### src/rtl/id_ex_stage_pkg.sv
// Shared types and constants for the ID->EX boundary.
// ALU-op classes, opcodes and the per-entry bundle.
package id_ex_stage_pkg;

   localparam int IDEX_XLEN = 32;

   localparam logic [1:0] ALUOP_R  = 2'b10;
   localparam logic [1:0] ALUOP_I  = 2'b11;
   localparam logic [1:0] ALUOP_U  = 2'b01;
   localparam logic [1:0] ALUOP_SL = 2'b00;

   localparam logic [6:0] OP_R      = 7'b0110011;
   localparam logic [6:0] OP_I      = 7'b0010011;
   localparam logic [6:0] OP_LOAD   = 7'b0000011;
   localparam logic [6:0] OP_STORE  = 7'b0100011;
   localparam logic [6:0] OP_LUI    = 7'b0110111;
   localparam logic [6:0] OP_AUIPC  = 7'b0010111;
   localparam logic [6:0] OP_JAL    = 7'b1101111;
   localparam logic [6:0] OP_JALR   = 7'b1100111;
   localparam logic [6:0] OP_BRANCH = 7'b1100011;

   typedef struct packed {
      logic [1:0] aluop;
      logic [3:0] ins_30_14_12;
      logic       src_a_pc;
      logic       src_b_imm;
      logic       mem_rd;
      logic       mem_wr;
      logic       reg_wr;
      logic       illegal;
      logic [4:0] rs1;
      logic [4:0] rs2;
      logic [4:0] rd;
      logic [6:0] opcode;
   } idex_ctrl_t;

   typedef struct packed {
      logic [IDEX_XLEN-1:0] pc;
      logic [IDEX_XLEN-1:0] rs1_data;
      logic [IDEX_XLEN-1:0] rs2_data;
      logic [IDEX_XLEN-1:0] imm;
      idex_ctrl_t           ctrl;
   } idex_entry_t;

   // ALUOP_SL is all-zero, so a zeroed entry is the reset entry
   localparam idex_entry_t IDEX_RESET = '0;

endpackage

### src/rtl/idex_decode.sv
// Combinational instruction decode into EX control fields.
// Used on the ID side so the buffer stores decoded controls.
module idex_decode
   import id_ex_stage_pkg::*;
(
   input  logic [31:0] inst,
   output idex_ctrl_t  ctrl
);

   logic [6:0] op;
   logic       unused_bits;

   assign op          = inst[6:0];
   assign unused_bits = ^{inst[31], inst[29:25]};

   always_comb begin
      ctrl              = '0;
      ctrl.aluop        = ALUOP_SL;
      ctrl.ins_30_14_12 = {inst[30], inst[14:12]};
      ctrl.rs1          = inst[19:15];
      ctrl.rs2          = inst[24:20];
      ctrl.rd           = inst[11:7];
      ctrl.opcode       = op;
      unique case (1'b1)
         (op == OP_R): begin
            ctrl.aluop  = ALUOP_R;
            ctrl.reg_wr = 1'b1;
         end
         (op == OP_I): begin
            ctrl.aluop     = ALUOP_I;
            ctrl.src_b_imm = 1'b1;
            ctrl.reg_wr    = 1'b1;
         end
         (op == OP_LOAD): begin
            ctrl.src_b_imm = 1'b1;
            ctrl.mem_rd    = 1'b1;
            ctrl.reg_wr    = 1'b1;
         end
         (op == OP_STORE): begin
            ctrl.src_b_imm = 1'b1;
            ctrl.mem_wr    = 1'b1;
         end
         (op == OP_LUI): begin
            ctrl.aluop     = ALUOP_U;
            ctrl.src_b_imm = 1'b1;
            ctrl.reg_wr    = 1'b1;
         end
         (op == OP_AUIPC): begin
            ctrl.src_a_pc  = 1'b1;
            ctrl.src_b_imm = 1'b1;
            ctrl.reg_wr    = 1'b1;
         end
         (op == OP_JAL), (op == OP_JALR): begin
            ctrl.reg_wr = 1'b1;
         end
         (op == OP_BRANCH): begin
            ctrl.reg_wr = 1'b0;
         end
         default: begin
            ctrl.illegal = 1'b1;
         end
      endcase
      if (ctrl.rd == 5'd0) ctrl.reg_wr = 1'b0;
   end

endmodule

### src/rtl/id_ex_stage.sv
// ID->EX pipeline register with a 2-entry skid buffer.
// id_ready depends only on local state, never on ex_ready.
module id_ex_stage
   import id_ex_stage_pkg::*;
#(
   parameter int XLEN = IDEX_XLEN
) (
   input  logic            clk,
   input  logic            rst_n,
   input  logic            id_valid,
   output logic            id_ready,
   input  logic [XLEN-1:0] id_pc,
   input  logic [31:0]     id_inst,
   input  logic [XLEN-1:0] id_rs1_data,
   input  logic [XLEN-1:0] id_rs2_data,
   input  logic [XLEN-1:0] id_imm,
   input  logic            flush,
   output logic            ex_valid,
   input  logic            ex_ready,
   output logic [XLEN-1:0] ex_pc,
   output logic [XLEN-1:0] ex_rs1_data,
   output logic [XLEN-1:0] ex_rs2_data,
   output logic [XLEN-1:0] ex_imm,
   output logic [4:0]      ex_rs1,
   output logic [4:0]      ex_rs2,
   output logic [4:0]      ex_rd,
   output logic [6:0]      ex_opcode,
   output logic [1:0]      ex_aluop,
   output logic [3:0]      ex_ins_30_14_12,
   output logic            ex_src_a_pc,
   output logic            ex_src_b_imm,
   output logic            ex_mem_rd,
   output logic            ex_mem_wr,
   output logic            ex_reg_wr,
   output logic            ex_illegal
);

   idex_ctrl_t  dec;
   idex_entry_t in_e;
   idex_entry_t main_q;
   idex_entry_t skid_q;
   logic        main_valid;
   logic        skid_valid;
   logic        accept;
   logic        ex_xfer;

   idex_decode u_decode (
      .inst (id_inst),
      .ctrl (dec)
   );

   always_comb begin
      in_e          = IDEX_RESET;
      in_e.pc       = id_pc;
      in_e.rs1_data = id_rs1_data;
      in_e.rs2_data = id_rs2_data;
      in_e.imm      = id_imm;
      in_e.ctrl     = dec;
   end

   assign id_ready = rst_n & ~skid_valid;
   assign accept   = id_valid & id_ready;
   assign ex_xfer  = main_valid & ex_ready;

   always_ff @(posedge clk) begin
      if (!rst_n) begin
         main_valid <= 1'b0;
         skid_valid <= 1'b0;
         main_q     <= IDEX_RESET;
         skid_q     <= IDEX_RESET;
      end else if (flush) begin
         main_valid <= 1'b0;
         skid_valid <= 1'b0;
      end else if (!main_valid) begin
         if (accept) begin
            main_q     <= in_e;
            main_valid <= 1'b1;
         end
      end else if (!skid_valid) begin
         if (ex_xfer && accept) begin
            main_q <= in_e;
         end else if (ex_xfer) begin
            main_valid <= 1'b0;
         end else if (accept) begin
            skid_q     <= in_e;
            skid_valid <= 1'b1;
         end
      end else if (ex_xfer) begin
         main_q     <= skid_q;
         skid_valid <= 1'b0;
      end
   end

   assign ex_valid        = main_valid;
   assign ex_pc           = main_q.pc;
   assign ex_rs1_data     = main_q.rs1_data;
   assign ex_rs2_data     = main_q.rs2_data;
   assign ex_imm          = main_q.imm;
   assign ex_rs1          = main_q.ctrl.rs1;
   assign ex_rs2          = main_q.ctrl.rs2;
   assign ex_rd           = main_q.ctrl.rd;
   assign ex_opcode       = main_q.ctrl.opcode;
   assign ex_aluop        = main_q.ctrl.aluop;
   assign ex_ins_30_14_12 = main_q.ctrl.ins_30_14_12;
   assign ex_src_a_pc     = main_q.ctrl.src_a_pc;
   assign ex_src_b_imm    = main_q.ctrl.src_b_imm;
   // stale entries left behind by a flush must not look like writes
   assign ex_mem_rd       = main_valid & main_q.ctrl.mem_rd;
   assign ex_mem_wr       = main_valid & main_q.ctrl.mem_wr;
   assign ex_reg_wr       = main_valid & main_q.ctrl.reg_wr;
   assign ex_illegal      = main_valid & main_q.ctrl.illegal;

endmodule

### config.mk
export PLATFORM = sky130hd
export DESIGN_NAME = id_ex_stage
export DESIGN_NICKNAME = d
export VERILOG_FILES = /design/src/rtl/id_ex_stage_pkg.sv /design/src/rtl/idex_decode.sv /design/src/rtl/id_ex_stage.sv
export SDC_FILE = /design/constraint.sdc
export NUM_CORES = 1
export LEC_CHECK = 0
export ABC_AREA = 0
export CAP_MARGIN = 20
export CORE_MARGIN = 4
export CORE_UTILIZATION = 40
export CTS_BUF_LIST = sky130_fd_sc_hd__clkbuf_8
export DETAILED_ROUTE_END_ITERATION = 8
export PLACE_DENSITY = 0.66
export SETUP_SLACK_MARGIN = 0.1
export SLEW_MARGIN = 20
export SYNTH_ARGS = -nofsm -noshare
export SYNTH_HDL_FRONTEND = slang
export SYNTH_SLANG_ARGS = --single-unit
### constraint.sdc
create_clock -name clk -period 2 [get_ports clk]
set_input_delay 0.3 -clock clk [delete_from_list [all_inputs] [get_ports clk]]
set_output_delay 0.3 -clock clk [all_outputs]
set_load 0.01 [all_outputs]
; ---- Word-level counts from Yosys, hierarchy flattened
; Cells that the tools add are included.
[classes]
n_eq_ne = 11
bitwise = 12
reduce_logical = 9
muxes = 21
[op_table]
columns = cell, count
row1 = two-way mux 162 bit, 5
row2 = "equality test 7 x 6 -> 1 bit, second input constant", 3
row3 = "equality test 7 bit, second input constant", 3
row4 = two-way mux 1 bit, 15
row5 = "equality test 7 x 5 -> 1 bit, second input constant", 2
row6 = OR reduction 9 bit, 1
row7 = bitwise AND 1 bit, 7
row8 = "equality test 7 x 2 -> 1 bit, second input constant", 1
row9 = OR reduction 7 bit, 1
row10 = one-hot mux 2 bit (3 select lines), 1
row11 = AND reduction 6 bit, 1
row12 = zero test 5 bit, 1
row13 = inverter 1 bit, 5
row14 = OR reduction 5 bit, 1
row15 = AND reduction 4 bit, 1
row16 = "inequality test 3 x 1 -> 1 bit, second input constant", 1
row17 = "inequality test 3 x 2 -> 1 bit, second input constant", 1
row18 = nonzero test 2 bit, 1
row19 = OR reduction 2 bit, 1
row20 = logical AND 1 bit, 1
[word_totals]
ff_bits = 326
word_cells = 87

; ---- Longest topological paths before layout
; Gate-level depths: netlist of the first run.
[logic_depth]
ltp_word = 7
mapped_depth = 8
depth_no_buf = 4

; ---- By module
; A second synthesis of the first run with hierarchy kept.
[hier_totals]
hier_cells = 2065
hier_area_um2 = 17176.5
[modules_own_cells]
columns = mod, cells_each, n_inst, seq_area_each_um2, area_each_um2
row1 = id_ex_stage, 2016, 1, 6526.3, 16842.4
row2 = idex_decode, 49, 1, 0.0, 334.1

; ---- Worst setup path after synthesis of the first run
; No wires, ideal clock.
[synth_timing]
path_kind = register -> register
from = register main_valid (netlist: ex_valid)
to = register main_q (netlist bit ex_rs1_data[0])
stages_incl_launch_ff = 8
period_less_slack_ns = 1.815
path_buffers = 3
t_required_ns = 1.884
t_arrival_ns = 1.699
path_slack_ns = 0.185
setup_ns = 0.116
cell_sequence = dfxtp_1 clkbuf_1 or2_1 a211oi_2 buf_4 buf_2 nand3_1 o211a_1
[synth_via]
elab_chain_cells = 4
word_cells_on_any_way = 7
classes_between = eq/ne: 2 / mux: 1 / bitwise: 1 / reduce/logical: 3
[synth_lines]
columns = element, line
row1 = "start, declared", id_ex_stage.sv:42  ; logic main_valid;
row2 = "start signal, assigned", id_ex_stage.sv:67  ; main_valid <= 1'b0;
row3 = "start signal, assigned", id_ex_stage.sv:72  ; main_valid <= 1'b0;
row4 = "start signal, assigned", id_ex_stage.sv:77  ; main_valid <= 1'b1;
row5 = bitwise AND 1 bit, id_ex_stage.sv:63  ; assign ex_xfer = main_valid & ex_ready;
row6 = logical AND 1 bit, id_ex_stage.sv:80  ; if (ex_xfer && accept) begin
row7 = inequality test 3 x 1 -> 1 bit (no line), --
row8 = AND reduction 4 bit (no line), --
row9 = "end signal, assigned", id_ex_stage.sv:76  ; main_q <= in_e;
row10 = "end signal, assigned", id_ex_stage.sv:81  ; main_q <= in_e;
row11 = "end signal, assigned", id_ex_stage.sv:89  ; main_q <= skid_q;
row12 = "end, declared", id_ex_stage.sv:40  ; idex_entry_t main_q;
; Several ways; a longest one is shown, not always the timed one.
; A chain may end at the register's enable or synchronous reset.

; ---- Final worst setup path of the first run
[layout_timing]
from = register main_q (netlist bit ex_pc[6])
to = output port ex_pc[6]
[layout_rtl]
columns = element, line
row1 = "end, declared", id_ex_stage.sv:20  ; output logic [XLEN-1:0] ex_pc,
; No word-level cell between the ends.

==> metrics.md, run 1 <==
| Metric | Value |
|---|---|
| Status | `complete, no violations` |
| Layout net count | `2091` |
| Cell depth of the worst setup path | `1` |
| Synthesis-to-layout area growth | `26.2%` |
| Number of H-tree levels | `2` |
| Minimum clock period | `about 1.8 ns` |
| Core Rows | `69` |
| Root buffer cell | `clkbuf_8` |
| Power Total | `approximately 14 mW` |
| Worst hold path class | `in -> reg` |
| FMAX | `0.549 GHz` |
| R2r worst-path depth | `6` |
| DRT met1 WL | `17100 um` |
| WP buf/inv | `1` |
| Full die area | `0.0397 mm^2` |
| Maximum VDD drop | `between 0.5 and 0.6 mV` |
| Clk pwr share | `0.416` |
| Port bufs | `between 300 and 400` |
| Sequential-to-total area share from yosys stat | `0.446` |
| Wire per inst | `~16 um` |
| Setup Total Neg Slack | `0 ns` |
| Detail Route met2 WL | `~19000 um` |
| ANT nets after route | `0` |
| Critical path class | `reg -> out` |
| CP top delay family | `buffers and inverters` |
| CP arrival | `1.52 ns` |
| Yosys reg bits | `326` |
| Most common cell after layout, fill and taps aside | `nand2_1` |
| Fin crit share | `0.911` |
| CTS tree | `built` |
| Worst hold margin | `0.221 ns` |
| Hold path startpoint | `rst_n` |
| Met3 wire length | `slightly above 3000 um` |
| DR iter-0 viols | `around 730` |
| # DRC | `0` |
| Req. time, crit path | `1.70 ns` |
| CTS hold repair buffers | `0` |
| Sequential share of power | `0.482` |
| Die W | `199 um` |
| Reg2reg start | `skid_valid` |
| Initial antenna violation count | `0` |
| TritonCTS Buffers | `between 50 and 60` |
| Crit path cell chain | `clkdlybuf4s50_1` |
| Clk buf depth | `3` |
| Most frequent cells in the layout | `nand2_1 (643), dfxtp_1 (325), clkdlybuf4s50_1 (249)` |
| Slew Limit Fails | `0` |
| Async set-reset flop share out of synthesis | `0` |
| Gate Count Post-Synth | `1800` |
| Cell area after synthesis | `about 0.015 mm^2` |
| Die H | `199 um` |
| Core area | `between 0.03 and 0.04 mm^2` |
| Worst hold path depth | `4` |
| Worst reg2reg path endpoint | `ex_pc[3]` |
| Gpl congestion | `0.780` |
| DR pass1 iterations | `5` |
| Setup Viol. Count Final | `0` |
| Max incr delay on CP | `~0.55 ns` |
| Final WL | `39500 um` |
| Sw frac | `0.238` |
| Vias in the first global route | `around 12000` |
| Syn nets | `approximately 2000` |
| CP Max Fanout | `2` |
| Hold endpoint | `ex_valid` |
| Net Switching | `approximately 3.4 mW` |
| Syn_area_per_cell | `about 8 um^2` |
| Power share of the combinational group | `0.102` |
| FF-to-FF setup slack | `around 0.18 ns` |
| Number of flops mapped to enable cells by yosys | `0` |
| GRT Resource Usage Total | `0.188` |
| First-pass GRT wire length | `roughly 61000 um` |
| Least-Margin Pin Slew | `around 0.9 ns` |
| Clk slew on worst S/H paths | `approximately 0.06 ns` |
| Share of layout cells above drive strength 1 | `0.0667` |
| RSZ-0062 raised after global routing | `yes` |
| Ys flop type | `dfxtp_1` |
| Via count | `between 10000 and 15000` |
| Clk_skew | `between 0.02 and 0.025 ns` |
| Boundary Pins | `between 300 and 400` |
| Via density | `just over 5` |
| Worst-skew pair later-pin latency | `0.63 ns` |
| Power density of the placed cells | `about 760 mW/mm^2` |
| Max cap viols | `0` |
| Clock Sinks | `between 300 and 400` |
| DPL Wire Length | `~25000 um` |
| Worst setup EP type | `output port` |
| Max layer used | `met4` |
| Internal power component | `~11 mW` |
| Starting Density | `0.408` |
| Leak pwr | `9.05 nW` |
| Worst path slowest cell | `clkdlybuf4s50_1` |
| Synth unique cells | `38` |
| Aggregate global routing overflow | `0` |
| Largest net degree at the start of global routing | `~210` |
| Crit start category | `flip-flop` |
| Synth warnings | `0` |
| Max_slew headroom | `0.403` |
| Endpoints failing hold | `0` |
==> timing repair <==
item                                   4_1_cts  5_1_grt
endpoints found under the hold margin        0        0
gates resized for setup                     42       44
cloned                                       0        1
buffers inserted                             0        0
setup endpoints to repair                   37       87
==> cells in the mapped netlist (2+ instances only) <==
cell type,instances,area share
o211a_1,154,0.11
o21ai_0,9,0.0031
buf_1,5,0.0013
clkbuf_1,92,0.024
nand2b_1,3,0.0013
dfxtp_1,326,0.45
nor4_1,2,0.00086
buf_4,159,0.082
and2_1,5,0.0021
nor3_1,3,0.0010
o211ai_1,2,0.0010
inv_1,3,0.00077
a31oi_1,7,0.0030
a21oi_1,4,0.0014
nand2_1,644,0.17
buf_2,45,0.015
a21boi_1,21,0.011
nor2b_1,3,0.0013
a21boi_0,141,0.072
nand3_1,154,0.053
==> cells by family (layout without fill, tap and decap cells) <==
group                  after synthesis  in the layout  share of synthesized area
AND/OR/NAND/NOR                    824            824                      0.230
AO/OA/AOI/OAI                      344            344                      0.201
flip-flops                         326            326                      0.446
buffers and inverters              305            470                      0.123
XOR/XNOR                             1              1                   0.000599
other                                0              1                          0
==> layer usage <==
metal | up-vias | track usage
met4 | 0 | 0.0540
li1 | 6110 | -
met3 | 49 | 0.0578
met5 | - | 0
met1 | 5784 | 0.243
met2 | 352 | 0.304
==> power by group through the flow <==
| stage | logic [mW] | registers, mW | clock network [mW] |
|---|---|---|---|
| floorplan | 0.836 | 6.91 | 0 |
| global placement | 1.46 | 6.95 | 0 |
| detailed placement | 1.47 | 6.95 | 0 |
| CTS | 1.46 | 6.81 | 6.08 |
| global route | 1.56 | 6.83 | 6.36 |
| finish | 1.45 | 6.81 | 5.87 |
==> sequential cells by signal, indices dropped and copies added (netlist names), 2 cells and up <==
name             cells
ex_rd                5
ex_rs2               5
ex_rs1               5
ex_opcode            7
ex_pc               32
ex_rs1_data         32
main_q               4
ex_imm              32
ex_aluop             2
skid_q             162
ex_ins_30_14_12      4
ex_rs2_data         32
==> worst max path at each step <==
stage	startpoint	endpoint	slack (ns)
final	ex_pc[6]	ex_pc[6]	0.18
after global routing	skid_valid	ex_pc[3]	0.07
after CTS	ex_valid	ex_mem_wr	0.06
after detailed placement	ex_ready	ex_imm[1]	-0.11
after global placement	ex_ready	ex_imm[13]	-0.06
after floorplan	ex_valid	ex_rs1_data[0]	0.19
==> stage by stage <==
stage	setup slack (ns)	cells	area (um^2)	utilization
finish	0.178	2427	18500	0.515
global route	0.0714	2426	18500	0.515
CTS	0.0639	2425	18300	0.512
detailed placement	-0.108	2327	17300	0.482
global placement	-0.0608	2327	17300	0.482
floorplan	0.185	1800	14600	-
==> final cells by class <==
cell class / instances / area [um^2]
Fill cell: 3346 / 17400
Sequential cell: 326 / 6530
Multi-Input combinational cell: 1169 / 6330
Timing Repair Buffer: 369 / 3920
Clock buffer: 70 / 963
Tap cell: 461 / 577
Clock inverter: 28 / 135
Inverter: 3 / 11.3
Antenna cell: 1 / 2.50
Note: power is estimated with default switching activity, not from simulation.
==> run 2, diff against run 1 <==
PLACE_DENSITY = 0.68   (was 0.66)
clock period = 1.5 ns   (was 2 ns; I/O delays follow)
==> run 2 against run 1 <==
Against the previous run: the flow now finishes with violations (setup timing); largest cell class unchanged; via count rose by 3.1%; first-iteration DRC count fell by 6.8%; core utilization fell by 0.15 points; non-clock buffer count rose by 31; critical path depth rose by 5; total power rose by 38%; sequential share of layout area rose by 0.55 points; worst setup slack got worse by 0.38 ns; highest routed layer is now met5.
==> metrics.md, run 2 (synthesis results as in run 1) <==
| Metric | Value |
|---|---|
| Synthesis-to-layout area growth | `25.9%` |
| Max_slew headroom | `0.624 (+0.221)` |
| Setup Viol. Count Final | `276 (+276)` |
| GRT Resource Usage Total | `0.198 (+0.0102)` |
| Final WL | `42200 um (+6.8%)` |
| Number of H-tree levels | `2 (unchanged)` |
| Die H | `199 um (unchanged)` |
| Initial antenna violation count | `3 (+3)` |
| Violated checks | `setup timing` |
| Final worst slack | `-0.199 ns (-0.377 ns)` |
| Core area | `0.0358 mm^2 (unchanged)` |
| Max incr delay on CP | `0.36 ns (-0.19 ns)` |
| DR pass1 iterations | `5 (unchanged)` |
| Clock Sinks | `326 (unchanged)` |
| Worst hold margin | `0.0655 ns (-0.156 ns)` |
| Minimum clock period | `1.70 ns` |
| Boundary Pins | `329 (unchanged)` |
| FMAX | `about 0.59 GHz` |
| Layout net count | `2122 (+1.5%)` |
| Critical path class | `reg -> reg` |
| Core Rows | `69 (unchanged)` |
| Vias in the first global route | `12200 (+4.5%)` |
| Clk slew on worst S/H paths | `0.06 ns (about the same)` |
| Crit path cell chain | `or2_4 > a211oi_4 > buf_12 > buf_12 > clkbuf_16 > o211a_1` |
| Via density | `5.14 (+1.5%)` |
| Worst setup EP type | `flip-flop` |
| Fin crit share | `1.13` |
| Crit start category | `flip-flop` |
| Power density of the placed cells | `1060 mW/mm^2 (+38%)` |
| Filler cells | `3406 (+1.8%)` |
| CP top delay family | `buffers and inverters` |
| Crit path top cell by count | `buf_12` |
| Full die area | `0.0397 mm^2 (unchanged)` |
| Port bufs | `322 (unchanged)` |
| Worst path slowest cell | `dfxtp_4` |
| DPL Wire Length | `26000 um (+4.1%)` |
| Power Total | `19.4 mW (+38%)` |
| First-pass GRT wire length | `64500 um (+5.1%)` |
| Gpl congestion | `0.798 (+2.3%)` |
| Max cap viols | `0 (unchanged)` |
| Endpoints failing hold | `0 (unchanged)` |
| Largest Register | `skid_q` |
| Via count | `12700 (+3.1%)` |
| CP Max Fanout | `29 (+27)` |
| Leak pwr | `8.93 nW (-1.4%)` |
| Wire per inst | `17.1 um (+5.2%)` |
| Post-layout util | `0.514 (-0.00150)` |
| Clk buf depth | `3 (unchanged)` |
| Die W | `199 um (unchanged)` |
| # DRC | `0 (unchanged)` |
| Footprint of the multi-input gates | `0.00655 mm^2 (+3.5%)` |
| Share of layout cells above drive strength 1 | `0.239 (+0.172)` |
| Worst-skew pair later-pin latency | `0.63 ns (about the same)` |
| Most common cell after layout, fill and taps aside | `nand2_1` |
| Least-Margin Pin Slew | `0.564 ns (-0.331 ns)` |
| Slew Limit Fails | `0 (unchanged)` |
| Design area | `0.0184 mm^2 (-0.29%)` |
| WP buf/inv | `3 (+2)` |
| Placement Setup Slack | `-0.508 ns (-0.400 ns)` |
| Largest net degree at the start of global routing | `135 (-35%)` |
| CP arrival | `2.26 ns (+0.74 ns)` |
| Clk_skew | `0.0289 ns (+0.00856 ns)` |
| Register Area | `0.00661 mm^2 (+1.3%)` |
| TritonCTS Buffers | `57 (unchanged)` |
| Most frequent cells in the layout | `nand2_1 (585), dfxtp_1 (261), clkdlybuf4s50_1 (157)` |
| Root buffer cell | `clkbuf_8` |
| CTS tree | `built` |
| Worst hold path class | `in -> reg` |
| Status | `finished with violations` |
| RSZ-0062 raised after global routing | `yes` |
| Aggregate global routing overflow | `0 (unchanged)` |
| Maximum VDD drop | `0.836 mV (+62%)` |
| DR iter-0 viols | `682 (-6.8%)` |
| Req. time, crit path | `2.06 ns (+0.36 ns)` |
| Largest register FFs | `162 (unchanged)` |
| Starting Density | `0.408 (unchanged)` |
| Placed Area | `0.0176 mm^2 (+1.8%)` |
| ANT nets after route | `0 (unchanged)` |
-- run 2: cell count changes in the layout (fill, tap and decap cells not counted), moves of 31 or more --
| cell | delta |
|---|---|
| buf_2 | +150 |
| clkdlybuf4s50_1 | -92 |
| dfxtp_1 | -64 |
| a21boi_0 | -63 |
| a21boi_1 | +63 |
| dfxtp_2 | +63 |
| nand2_1 | -58 |
| nand2_2 | +58 |
| dlymetal6s2s_1 | -35 |
| dlygate4sd2_1 | -33 |
| buf_4 | +31 |
-- run 2: metrics by stage --
step           TNS [ns]  std cells
2_1_floorplan    -24.37       1800
3_3_place_gp    -125.98       2348
3_5_place_dp    -138.05       2348
4_1_cts          -29.11       2456
5_1_grt          -47.69       2463
6_report         -29.83       2464
-- run 2: final timing paths --
check	start	end	slack, ns	depth (start not counted)
hold reg to reg	skid_q[74]	skid_q[74]	0.45	2
setup reg to reg	ex_valid	ex_rs2[4]	-0.20	6
hold / removal	rst_n	ex_imm[15]	0.07	3
setup / recovery	ex_valid	ex_rs2[4]	-0.20	6
-- run 2: power breakdown --
| group | switching, mW | leakage [nW] | total (mW) | internal, mW |
|---|---|---|---|---|
| Combinational | 0.887 | 5.57 | 1.89 | 1.00 |
| Sequential | 0.155 | 2.67 | 9.10 | 8.95 |
| Clock | 3.72 | 0.678 | 8.45 | 4.73 |
| Total | 4.76 | 8.93 | 19.4 | 14.7 |
-- run 2: tightest hold or removal path, delay by kind of cell --
kind	cells	cell delay [ns]
compound gates	1	0.12
buf+inv	2	0.31
-- run 2: repair_timing --
| item | in CTS | in global routing |
|---|---|---|
| hold buffers | 0 | 0 |
| gates resized for setup | 750 | 13 |
| buffers inserted | 5 | 2 |
| cloned | 0 | 4 |
| pin swaps | 0 | 1 |
| setup endpoints to repair | 488 | 375 |
-- run 2: area by class of cell --
type,instances,area share
antenna,2,0.000272
clock buffer,77,0.0575
clock inverter,26,0.00795
inverter,3,0.000611
multi-input combinational,1169,0.356
sequential,326,0.359
tap,461,0.0313
timing repair buffer,400,0.188
-- run 2: layer usage --
layer / wire [um] / part of all wire / vias up / global-route usage
li1: - / - / 6172 / -
met1: 18200 / 0.43 / 6040 / 0.254
met2: 19800 / 0.47 / 388 / 0.322
met3: 3040 / 0.072 / 66 / 0.0570
met4: 1050 / 0.025 / 4 / 0.0661
met5: 21 / 0.00050 / - / 0
==> run 3, diff against run 2 <==
REMOVE_ABC_BUFFERS = 1   (was default)
==> run 3 against run 2 <==
Against the previous run: the run still ends with setup timing left; first-iteration DRC count up 29%; sequential power about the same; worst setup slack worse by 0.056 ns; cell area up 8.8%; clock-buffer cell count up 2; core utilization up 4.5 points; via count up 3.7%; total power down 0.28%; critical path type unchanged; largest cell class is now multi-input combinational cells; largest power group unchanged.
==> metrics.md, run 3 (synthesis results as in run 1) <==
| Metric | Value |
|---|---|
| DPL Wire Length | `25700 um (-1.3%)` |
| Largest Register | `skid_q` |
| Port bufs | `322 (unchanged)` |
| CTS tree | `built` |
| Vias in the first global route | `12500 (+2.4%)` |
| Max cap viols | `0 (unchanged)` |
| R2r worst-path depth | `8 (+2)` |
| Placed instance count | `2361 (+0.55%)` |
| Synthesis-to-layout area growth | `37.0%` |
| Design area | `0.0200 mm^2 (+8.8%)` |
| Worst setup EP type | `flip-flop` |
| Setup Viol. Count Final | `329 (+19%)` |
| Fin crit share | `1.17 (+0.0372)` |
| Hold endpoint | `ex_rs2_data[26]` |
| DRT met1 WL | `20500 um (+12%)` |
| Met3 wire length | `3220 um (+6.1%)` |
| Worst reg2reg path endpoint | `ex_imm[4]` |
| Boundary Pins | `329 (unchanged)` |
| FMAX | `0.570 GHz (-3.2%)` |
| Hold path startpoint | `rst_n` |
| First-pass GRT wire length | `67200 um (+4.2%)` |
| Die W | `199 um (unchanged)` |
| Minimum clock period | `1.75 ns (+0.0558 ns)` |
| Share of layout cells above drive strength 1 | `0.290 (+0.0516)` |
| Wire per inst | `18.5 um (+8.2%)` |
| Status | `finished with violations` |
| Final WL | `46700 um (+11%)` |
| CTS hold repair buffers | `0 (unchanged)` |
| DR pass1 iterations | `5 (unchanged)` |
| Max layer used | `met4` |
| Sw frac | `0.244 (-0.00119)` |
| Final worst slack | `-0.255 ns (-0.0558 ns)` |
| Slew Limit Fails | `0 (unchanged)` |
| Clk pwr share | `0.425 (-0.010)` |
| Starting Density | `0.408 (unchanged)` |
| Register Area | `0.00661 mm^2 (about the same)` |
| CP arrival | `2.27 ns (about the same)` |
| Finished Layout Cells | `2523 (+2.4%)` |
| Largest net degree at the start of global routing | `114 (-16%)` |
| GRT Resource Usage Total | `0.208 (+0.0104)` |
| Full die area | `0.0397 mm^2 (unchanged)` |
| Aggregate global routing overflow | `0 (unchanged)` |
| # DRC | `0 (unchanged)` |
| Layout net count | `2185 (+3.0%)` |
| Filler cells | `3169 (-7.0%)` |
| Worst-skew pair later-pin latency | `0.62 ns (about the same)` |
| DR iter-0 viols | `883 (+29%)` |
| Clk slew on worst S/H paths | `0.06 ns (about the same)` |
| Power Total | `19.4 mW (-0.28%)` |
| Die H | `199 um (unchanged)` |
| Clock Sinks | `326 (unchanged)` |
| Sequential share of power | `0.470 (+0.002)` |
| Req. time, crit path | `2.02 ns (-0.04 ns)` |
| Leak pwr | `9.81 nW (+9.9%)` |
| Crit start category | `flip-flop` |
| Root buffer cell | `clkbuf_8` |
| Max_slew headroom | `0.664 (+0.0402)` |
| Maximum VDD drop | `0.658 mV (-21%)` |
| Placed Area | `0.0176 mm^2 (about the same)` |
| Footprint of the multi-input gates | `0.00691 mm^2 (+5.5%)` |
| Number of H-tree levels | `2 (unchanged)` |
| Setup Total Neg Slack | `-57.96 ns (-28.13 ns)` |
| Most frequent cells in the layout | `nand2_1 (546), dfxtp_1 (261), buf_2 (162)` |
| Reg2reg start | `ex_valid` |
| Largest register FFs | `162 (unchanged)` |
| Initial antenna violation count | `0 (-3)` |
| Internal power component | `14.7 mW (-0.12%)` |
| Violated checks | `setup timing` |
| Worst hold path class | `in -> reg` |
| Power density of the placed cells | `967 mW/mm^2 (-8.4%)` |
| Net Switching | `4.73 mW (-0.77%)` |
| Most common cell after layout, fill and taps aside | `nand2_1` |
| Clk_skew | `0.0236 ns (-0.00522 ns)` |
| Via density | `5.21 (+1.3%)` |
| Worst hold path depth | `3 (unchanged)` |
| ANT nets after route | `0 (unchanged)` |
| FF-to-FF setup slack | `-0.25 ns (-0.06 ns)` |
| Least-Margin Pin Slew | `0.502 ns (-0.0618 ns)` |
| Via count | `13100 (+3.7%)` |
| Critical path class | `reg -> reg` |
| Detail Route met2 WL | `22200 um (+12%)` |
| Endpoints failing hold | `0 (unchanged)` |
| Clk buf depth | `3 (unchanged)` |
| CP Max Fanout | `18 (-38%)` |
| Core Rows | `69 (unchanged)` |
| Power share of the combinational group | `0.105 (+0.008)` |
| RSZ-0062 raised after global routing | `yes` |
| Gpl congestion | `0.791 (-0.85%)` |
| N_diodes | `0 (-2)` |
| TritonCTS Buffers | `56 (-1.8%)` |
| Core area | `0.0358 mm^2 (unchanged)` |
-- run 3: cell types whose count changed in the layout (fill, tap and decap cells not counted), sizes merged, moves of 2 or more --
cell and change:
buf +48, clkbuf +17, clkinv -7, clkinvlp -2
diode -2, inv +5
-- run 3: worst max path at each step --
stage                        start               to  slack (ns)  cells past startpoint
after floorplan           ex_valid     ex_opcode[2]       -9.23                      4
after global placement    ex_ready       skid_q[33]       -0.50                      5
after detailed placement  id_valid       skid_q[29]       -0.50                      8
after CTS                 ex_valid  ex_rs2_data[31]       -0.23                      7
after global routing      ex_valid      skid_q[158]       -0.31                      8
final                     ex_valid        ex_imm[4]       -0.25                      8
-- run 3: critical path: stages, from the launching register on --
cell and delay [ns]:
dfxtp_2 0.35, or2_4 0.25, a211oi_4 0.21, buf_6 0.19, buf_12 0.17, buf_12 0.12
buf_16 0.14, nand3_1 0.07, o211a_1 0.12
-- run 3: through the flow --
| stage | setup WS, ns | utilization | hold WS [ns] |
|---|---|---|---|
| 6_report | -0.255 | 0.559 | 0.156 |
| 5_1_grt | -0.306 | 0.559 | 0.144 |
| 4_1_cts | -0.229 | 0.525 | 0.103 |
| 3_5_place_dp | -0.502 | 0.491 | 0.442 |
| 3_3_place_gp | -0.496 | 0.491 | 0.436 |
| 2_1_floorplan | -9.23 | - | 0.358 |
-- run 3: final cells by class --
class,count,share of cell area
tap,461,0.0288
timing repair buffer,463,0.238
clock inverter,21,0.00406
multi-input combinational,1170,0.345
clock buffer,79,0.0543
inverter,3,0.000562
sequential,326,0.330
-- run 3: repair_timing --
| action | CTS | global route |
|---|---|---|
| endpoints found under the setup margin | 488 | 331 |
| setup buffers | 18 | 7 |
| cloned | 15 | 25 |
| pin swaps | 34 | 126 |
| resized for setup | 807 | 284 |
-- run 3: per-layer routing --
| metal | up-vias | global-route usage |
|---|---|---|
| met3 | 55 | 0.0413 |
| met4 | 0 | 0.0724 |
| met1 | 6338 | 0.281 |
| li1 | 6314 | - |
| met2 | 434 | 0.335 |
| met5 | - | 0 |
-- run 3: power by group through the flow --
stage                     clock network, mW  logic, mW  registers [mW]
after floorplan                           0      0.628            9.35
after global placement                    0       1.99            9.27
after detailed placement                  0       2.01            9.28
after CTS                              8.42       1.93            9.10
after global routing                   8.83       2.19            9.13
final                                  8.24       2.04            9.11
